===== src/rtl/icache_types_pkg.sv =====
// Shared types for the direct-mapped instruction cache: FSM states, frame and address layouts.
// The address layout below assumes the default of 16 frames.
package icache_types_pkg;

    localparam int SETS_DEF  = 16;
    localparam int IDX_W_DEF = $clog2(SETS_DEF);
    localparam int TAG_W_DEF = 32 - IDX_W_DEF - 2;
    // Widest tag any legal SETS can produce (SETS = 2)
    localparam int TAG_W_MAX = 29;

    typedef enum logic {
        IDLE  = 1'b0,
        FETCH = 1'b1
    } icache_state_t;

    typedef struct packed {
        logic                 valid;
        logic [TAG_W_MAX-1:0] tag;
        logic [31:0]          data;
    } icache_frame_t;

    typedef struct packed {
        logic [TAG_W_DEF-1:0] tag;
        logic [IDX_W_DEF-1:0] idx;
        logic [1:0]           bytoff;
    } icacheaddr_t;

endpackage


===== src/rtl/icache_frame_array.sv =====
// Frame storage: one combinational read port, one write port, global invalidate.
// Invalidate wins over a same-cycle write's valid bit; the data and tag are still written.
module icache_frame_array #(
    parameter int SETS = 16
) (
    input  logic                        clk_i,
    input  logic                        rst_i,
    input  logic                        inval_i,
    input  logic [$clog2(SETS)-1:0]     rd_idx_i,
    output logic                        rd_valid_o,
    output logic [30-$clog2(SETS)-1:0]  rd_tag_o,
    output logic [31:0]                 rd_data_o,
    input  logic                        we_i,
    input  logic [$clog2(SETS)-1:0]     wr_idx_i,
    input  logic [30-$clog2(SETS)-1:0]  wr_tag_i,
    input  logic [31:0]                 wr_data_i,
    input  logic                        wr_set_valid_i
);
    localparam int TAG_W = 30 - $clog2(SETS);

    logic [SETS-1:0]  valid_q;
    logic [TAG_W-1:0] tag_q  [SETS];
    logic [31:0]      data_q [SETS];

    always_ff @(posedge clk_i) begin
        if (rst_i || inval_i) begin
            valid_q <= '0;
        end else if (we_i) begin
            valid_q[wr_idx_i] <= wr_set_valid_i;
        end
    end

    always_ff @(posedge clk_i) begin
        if (we_i) begin
            tag_q[wr_idx_i]  <= wr_tag_i;
            data_q[wr_idx_i] <= wr_data_i;
        end
    end

    assign rd_valid_o = valid_q[rd_idx_i];
    assign rd_tag_o   = tag_q[rd_idx_i];
    assign rd_data_o  = data_q[rd_idx_i];

endmodule


===== src/rtl/icache.sv =====
// Direct-mapped, one-word-per-block instruction cache with a two-state IDLE/FETCH miss FSM.
// Optional hit/miss counters are built when ICACHE_STATS_EN is defined.
module icache
    import icache_types_pkg::*;
#(
    parameter int SETS = 16
) (
    input  logic        CLK,
    input  logic        RST,
    input  logic        imemREN,
    input  logic [31:0] imemaddr,
    output logic        ihit,
    output logic [31:0] imemload,
    input  logic        flush,
    output logic        iREN,
    output logic [31:0] iaddr,
    input  logic        iwait,
    input  logic [31:0] iload
`ifdef ICACHE_STATS_EN
    ,
    output logic [31:0] hit_count,
    output logic [31:0] miss_count
`endif
);
    localparam int IDX_W = $clog2(SETS);
    localparam int TAG_W = 30 - IDX_W;

    icache_state_t  state_q, state_d;
    logic [31:0]    miss_addr_q, miss_addr_d;
    logic           flush_pend_q, flush_pend_d;
    logic           rd_valid, lookup_hit, we, set_valid;
    logic [TAG_W-1:0] rd_tag;
    logic [31:0]    rd_data;
    icache_frame_t  rd_frame;
    logic           unused_bytoff;

    assign unused_bytoff = ^imemaddr[1:0];

    icache_frame_array #(.SETS(SETS)) u_frames (
        .clk_i          (CLK),
        .rst_i          (RST),
        .inval_i        (flush),
        .rd_idx_i       (imemaddr[IDX_W+1:2]),
        .rd_valid_o     (rd_valid),
        .rd_tag_o       (rd_tag),
        .rd_data_o      (rd_data),
        .we_i           (we),
        .wr_idx_i       (miss_addr_q[IDX_W+1:2]),
        .wr_tag_i       (miss_addr_q[31:IDX_W+2]),
        .wr_data_i      (iload),
        .wr_set_valid_i (set_valid)
    );

    assign rd_frame   = '{valid: rd_valid, tag: TAG_W_MAX'(rd_tag), data: rd_data};
    assign lookup_hit = rd_frame.valid && (rd_frame.tag == TAG_W_MAX'(imemaddr[31:IDX_W+2]));

    always_ff @(posedge CLK) begin
        if (RST) begin
            state_q      <= IDLE;
            miss_addr_q  <= '0;
            flush_pend_q <= 1'b0;
        end else begin
            state_q      <= state_d;
            miss_addr_q  <= miss_addr_d;
            flush_pend_q <= flush_pend_d;
        end
    end

    always_comb begin
        state_d      = state_q;
        miss_addr_d  = miss_addr_q;
        flush_pend_d = flush_pend_q;
        ihit         = 1'b0;
        iREN         = 1'b0;
        iaddr        = '0;
        we           = 1'b0;
        set_valid    = 1'b0;
        case (state_q)
            IDLE: begin
                flush_pend_d = 1'b0;
                ihit         = imemREN && lookup_hit;
                if (imemREN && !lookup_hit) begin
                    miss_addr_d = {imemaddr[31:2], 2'b00};
                    state_d     = FETCH;
                end
            end
            FETCH: begin
                iREN  = 1'b1;
                iaddr = miss_addr_q;
                // A flush seen anywhere in this FETCH keeps the filled line invalid
                if (flush) flush_pend_d = 1'b1;
                if (!iwait) begin
                    we           = 1'b1;
                    set_valid    = !(flush || flush_pend_q);
                    flush_pend_d = 1'b0;
                    state_d      = IDLE;
                end
            end
            default: state_d = IDLE;
        endcase
    end

    assign imemload = ihit ? rd_frame.data : 32'h0;

`ifdef ICACHE_STATS_EN
    logic [31:0] hit_cnt_q, miss_cnt_q;

    always_ff @(posedge CLK) begin
        if (RST) begin
            hit_cnt_q  <= '0;
            miss_cnt_q <= '0;
        end else begin
            if (ihit) hit_cnt_q <= hit_cnt_q + 32'd1;
            if (state_q == IDLE && state_d == FETCH) miss_cnt_q <= miss_cnt_q + 32'd1;
        end
    end

    assign hit_count  = hit_cnt_q;
    assign miss_count = miss_cnt_q;
`endif

endmodule


===== config.mk =====
export PLATFORM = sky130hd
export DESIGN_NAME = icache
export DESIGN_NICKNAME = d
export VERILOG_FILES = /design/src/rtl/icache_types_pkg.sv /design/src/rtl/icache_frame_array.sv /design/src/rtl/icache.sv
export SDC_FILE = /design/constraint.sdc
export NUM_CORES = 1
export LEC_CHECK = 0
export CORE_MARGIN = 3
export CORE_UTILIZATION = 63
export CTS_CLUSTER_SIZE = 20
export DETAILED_ROUTE_END_ITERATION = 8
export DONT_BUFFER_PORTS = 1
export PLACE_DENSITY = 0.87
export SYNTH_ARGS = -nofsm -noshare
export SYNTH_HDL_FRONTEND = slang
export SYNTH_HIERARCHICAL = 1
export SYNTH_SLANG_ARGS = --single-unit

===== constraint.sdc =====
create_clock -name CLK -period 9.7 [get_ports CLK]
set_clock_uncertainty 0.15 [all_clocks]
set_input_delay 2.91 -clock CLK [delete_from_list [all_inputs] [get_ports CLK]]
set_output_delay 2.91 -clock CLK [all_outputs]
set_load 0.05 [all_outputs]

Word-level counts from Yosys, hierarchy flattened

Memories as Yosys holds them, arrays and structs flattened.
Cells that the tools add are included.

Register bits: 48
Bits in writable memories: 928
Bits of input ports: 69
Word-level logic and storage cells: 42
Memories: 2

Magnitude comparators: 3
Equal/unequal tests: 2
Mux-type cells: 21
Bitwise gates (word level): 1
Reduce and logical (&&, ||, !) cells: 9

Memory list:

| name            | words | width | rd ports | clocked after Yosys merged registers in | write ports | RTL line                 | RTL |
|---|---|---|---|---|---|---|---|
| u_frames.data_q | 16    | 32    | 1        | 0                                       | 1           | icache_frame_array.sv:23 | `logic [31:0] data_q [SETS];` |
| u_frames.tag_q  | 16    | 26    | 1        | 0                                       | 1           | icache_frame_array.sv:22 | `logic [TAG_W-1:0] tag_q [SETS];` |

Operators by type and width:

| operator           | count |
|---|---|
| $mux 32            | 2 |
| $eq 26x26->1       | 1 |
| $bwmux 16          | 1 |
| $mux 1             | 14 |
| $lt 4x5->1 const B | 2 |
| $bmux 1 s4         | 1 |
| $demux 1 s4        | 1 |
| $ge 4x1->1 const B | 1 |
| $logic_and 1x1->1  | 4 |
| $pmux 1 s2         | 2 |
| $ne 3x3->1 const B | 1 |
| $logic_not 1->1    | 2 |
| $logic_or 1x1->1   | 2 |
| $reduce_and 2->1   | 1 |
| $not 1->1          | 1 |

Longest topological paths before layout

Depth after elaboration: 7
Gate-level depth with buffers: 12

By module

The synthesis kept the hierarchy.

Modules (own cells, without submodules):

| module             | times used | cells each | area each (um^2) | seq. area each (um^2) |
|---|---|---|---|---|
| icache_frame_array | 1          | 1528       | 35446.5          | 28187.0 |
| icache             | 1          | 190        | 1813.0           | 640.6 |

Least setup slack after synthesis

OpenSTA, ideal clock, no wires.

Path type: input to output
Start point: input port imemaddr[2]
End point: output port imemload[10]
Arrival time: 5.899 ns
Slack: 0.741 ns
Stages: 11
Buffers on the path: 3
Path through: buf_2 -> buf_2 -> mux4_2 -> a22oi_1 -> nand2_1 -> xnor2_1 -> nand4_1 -> or4_4 -> nor3_2 -> clkbuf_2 -> and3_1

Word-level cells in the longest chain between the ends: 6
Elaborated cells between the ends (all ways): 9
Classes of those cells: 1 x eq/ne; 4 x mux; 2 x reduce/logical; 2 x memory

Ends and longest elaborated chain:

| item              | RTL line      | RTL |
|---|---|---|
| start, declared   | icache.sv:11  | `input logic [31:0] imemaddr,` |
| $mem_v2 16x26     | -             |  |
| via rd_tag[11]    | icache.sv:32  | `logic [TAG_W-1:0] rd_tag;` |
| $eq 26x26->1      | icache.sv:55  | `assign lookup_hit = rd_frame.valid && (rd_frame.tag == TAG_W_MAX'(imemaddr[31:IDX_W+2]));` |
| $logic_and 1x1->1 | icache.sv:55  |  |
| $logic_and 1x1->1 | icache.sv:81  | `ihit = imemREN && lookup_hit;` |
| $mux 1            | icache.sv:78  | `case (state_q)` |
| $mux 32           | icache.sv:103 | `assign imemload = ihit ? rd_frame.data : 32'h0;` |
| end, declared     | icache.sv:13  | `output logic [31:0] imemload,` |

The timed path passes the listed nets, and every way through them passes these cells. The select of a mux whose other input is x is not followed.

Worst setup path after layout

Start point: input port imemaddr[2]
End point: output port imemload[20]

Same word-level chain as after synthesis.

==> out/qor.csv <==
stage,metric,value,unit
run_status,status,"finished, final reports clean",
final_layout,layout_common_cells,"edfxtp_1 (928), mux4_2 (236), a22oi_1 (118), clkbuf_16 (92), nand2_1 (61)",
detailed_routing,post_drt_via_cell_ratio,7.313,
floorplanning,design.die.area,62100,sq um
setup_path,slowest_stage,mux4_2,
clock_tree,root_buffer,clkbuf_16,
detailed_routing,first_pass_iters,7,
grt,grt.met3_usage,6.953,%
setup_path,cp.arrival,6500,ps
grt,overflow,0,
floorplanning,ios,135,
setup_path,cpMostUsedCell,buf_12,
setup_path,r2r_setup_slack,5180,ps
synth,syn_avg_cell_area,21.69,sq um
grt,grt_max_degree,238,
clock_tree,numCtsBuffers,91,
synth,syn_area,37260,sq um
clock_tree,path_clk_slew,70,ps
grt,busiest_layer,met2,
final_layout,area_growth,11.27,%
grt,grt_pass1_vias,19820,
synth,synth-seq-area-share,77.37,%
setup_path,worst_path_largest_cell_delay,710,ps
worst_hold_path,hold_class,reg -> reg,
grt,grt_usage,30.80,%
final_layout,final_layout_size_suffix_gt1_share,24.54,%
setup_path,critical_path_class,in -> out,
setup_path,cp-start-kind,primary input,
setup_path,reg2reg_from,state_q,
clock_tree,cts_setup_buffers,0,
setup_path,reg2reg_depth,4,
grt,grt_pass1_wl,137.3,mm
worst_hold_path,min_to,flush_pend_q,
sta,period_minus_slack,9559,ps
clock_tree,cts_sinks,976,
sta,tns,0,ps
clock_tree,cts_tree,built,
detailed_routing,finalWirelength,94.44,mm
placement,hpwlAfterDp,46.20,mm
sta,post-route-period-util,98.55,%
grt,use_met1,40.40,%
sta,hold_viol,0,
setup_path,cp.required,6640,ps
detailed_routing,drt_iter0_drc,2682,
floorplanning,die_w,249.2,um
final_layout,fillers,3159,
placement,dp_slack,653.0,ps
setup_path,crit_path_cell_trace,mux4_2 -> a22oi_1 -> nand2_1 -> xnor2_1 -> nand4_1 -> or4_4 -> nor3_4 -> buf_12 -> and3_1 -> buf_12,
sta,fmax,104.6,MHz
floorplanning,rows,88,
floorplanning,die-height,249.2,um
final_layout,finalInstanceArea,41460,sq um
clock_tree,clock_path_buffers,3,
power,p_leak,0.01348,uW
synth,postSynthCellCount,1718,
clock_tree,clk_latency,640,ps
sta,finalWorstSetupSlack,140.6,ps
synth,synth_top_area_share,74.79,%
setup_path,critPathMaxFanout,237,
sta,rsz0062_at_grt,no,
synth,synth_top_area_cell,edfxtp_1,
synth,netlist_top_cells_area,"edfxtp_1 (75%), mux4_2 (14%), dfxtp_1 (2.6%), a22oi_1 (2.4%), a22o_1 (0.71%)",
final_layout,mostFrequentLayoutCell,edfxtp_1,
placement,gp_congestion,0.8121,
final_layout,fin_nets,1847,
detailed_routing,remaining_drc_errors,0,
job,drv_cap,0,
placement,placed_area,38690,sq um
synth,ys_ff_latch,976,
setup_path,r2r-end,u_frames/tag_q[7][3],
sta,worst_slew_pin_slew,1356,ps
detailed_routing,num_vias,19070,
power,worst_ir_drop_vdd,0.0001589,V
grt,grtUsageMet2,49.89,%
clock_tree,cts-resized-gates,0,
setup_path,end_kind,primary output,
worst_hold_path,min_path_cells,2,
detailed_routing,routedWlPerCell,36.21,um
sta,finalSetupViolCount,0,
sta,timing.slew.headroom,9.402,%
clock_tree,hold_buffers,0,
power,power_density,202.2,nW/um^2
floorplanning,initial_core_util,64.09,%
placement,port_buffers,0,
sta,slew_violations,0,
clock_tree,cts_max_level,3,
synth,ys_types,35,
grt,antenna_found_initial,4,
worst_hold_path,min_from,flush_pend_q,
synth,yosysWarnings,6,
floorplanning,core_region_area,58140,sq um
detailed_routing,ant_nets,0,
cells in the mapped netlist, drive strengths merged:
cell    instances
a22oi         118
mux4          236
or2             3
nor4            2
o311a           1
edfxtp        928
nand2          61
clkbuf         55
nor2           20
o21ai          16
and3           33
nor3b           1
xnor2          18
nand4           8
nand3          15
nand3b          2
a21oi          16
or3b            1
xor2            8
nand2b          3
buf            49
o41ai           1
inv             1
nor2b           6
conb            1
or4             1
nor3            1
and3b           2
a22o           30
dfxtp          48
and2           33
metrics by stage:
| step | power [uW] | hold WS, ps | instances | utilization [%] |
|---|---|---|---|---|
| floorplan | 5009 | 285.6 | 1719 | - |
| global placement | 5042 | 309.0 | 2450 | 66.56 |
| detailed placement | 5059 | 318.0 | 2450 | 66.56 |
| CTS | 8407 | 328.5 | 2607 | 71.31 |
| global route | 8581 | 357.1 | 2607 | 71.31 |
| finish | 8383 | 332.8 | 2608 | 71.32 |
logic make-up after synthesis:
logic type	Yosys count	synth area share, %
AOI/OAI and AO/OA	182	3.644
xor gates and xnor gates	26	0.6112
buffers and inverters	105	1.417
DFF	976	77.37
muxes	236	14.27
other	1	0.01006
and+or+nand+nor	192	2.683
power by group:
group	switching [uW]	total [uW]	internal [uW]
clock	1500	3400	1900
sequential	48.4	4690	4640
combinational	157	292	135
layer usage:
layer | vias to the layer above | routed length (um)
met1 | 9732 | 30690
met3 | 319 | 11600
met2 | 1708 | 47010
met4 | 0 | 5143
met5 | - | 0
li1 | 7314 | -
worst max-delay path: cells and delay by family:
family / cells / cell delay, ps
muxes: 1 / 710
AOI/OAI and AO/OA: 1 / 220
buffers and inverters: 2 / 410
xor gates and xnor gates: 1 / 430
and+or+nand+nor: 5 / 1470
worst max path at each step:
stage / startpoint / end / slack (ps) / depth (start not counted)
floorplan: imemaddr[2] / imemload[10] / 740 / 11
global placement: imemaddr[5] / imemload[13] / 760 / 11
detailed placement: imemaddr[5] / imemload[3] / 650 / 11
CTS: imemaddr[5] / imemload[20] / 610 / 11
global route: imemaddr[2] / imemload[20] / 420 / 10
finish: imemaddr[2] / imemload[20] / 140 / 10
sequential cells by signal, summed over array words and instances, names as in the netlist:
register and count:
u_frames/data_q 512, u_frames/tag_q 416, miss_addr_q 30, flush_pend_q 1
state_q 1, u_frames/valid_q 16
layout make-up:
cell class / count / area, sq um / share of cell area [%]
flip-flops and latches: 976 / 28830 / 69.53
multi-input cells: 638 / 8065 / 19.45
clock buffers: 116 / 2392 / 5.770
well taps: 765 / 957.2 / 2.309
repair buffers: 70 / 838.3 / 2.022
clock inverters: 41 / 371.6 / 0.8963
inverters: 1 / 3.754 / 0.009054
diodes: 1 / 2.502 / 0.006036
(Power assumes the default switching activity.)
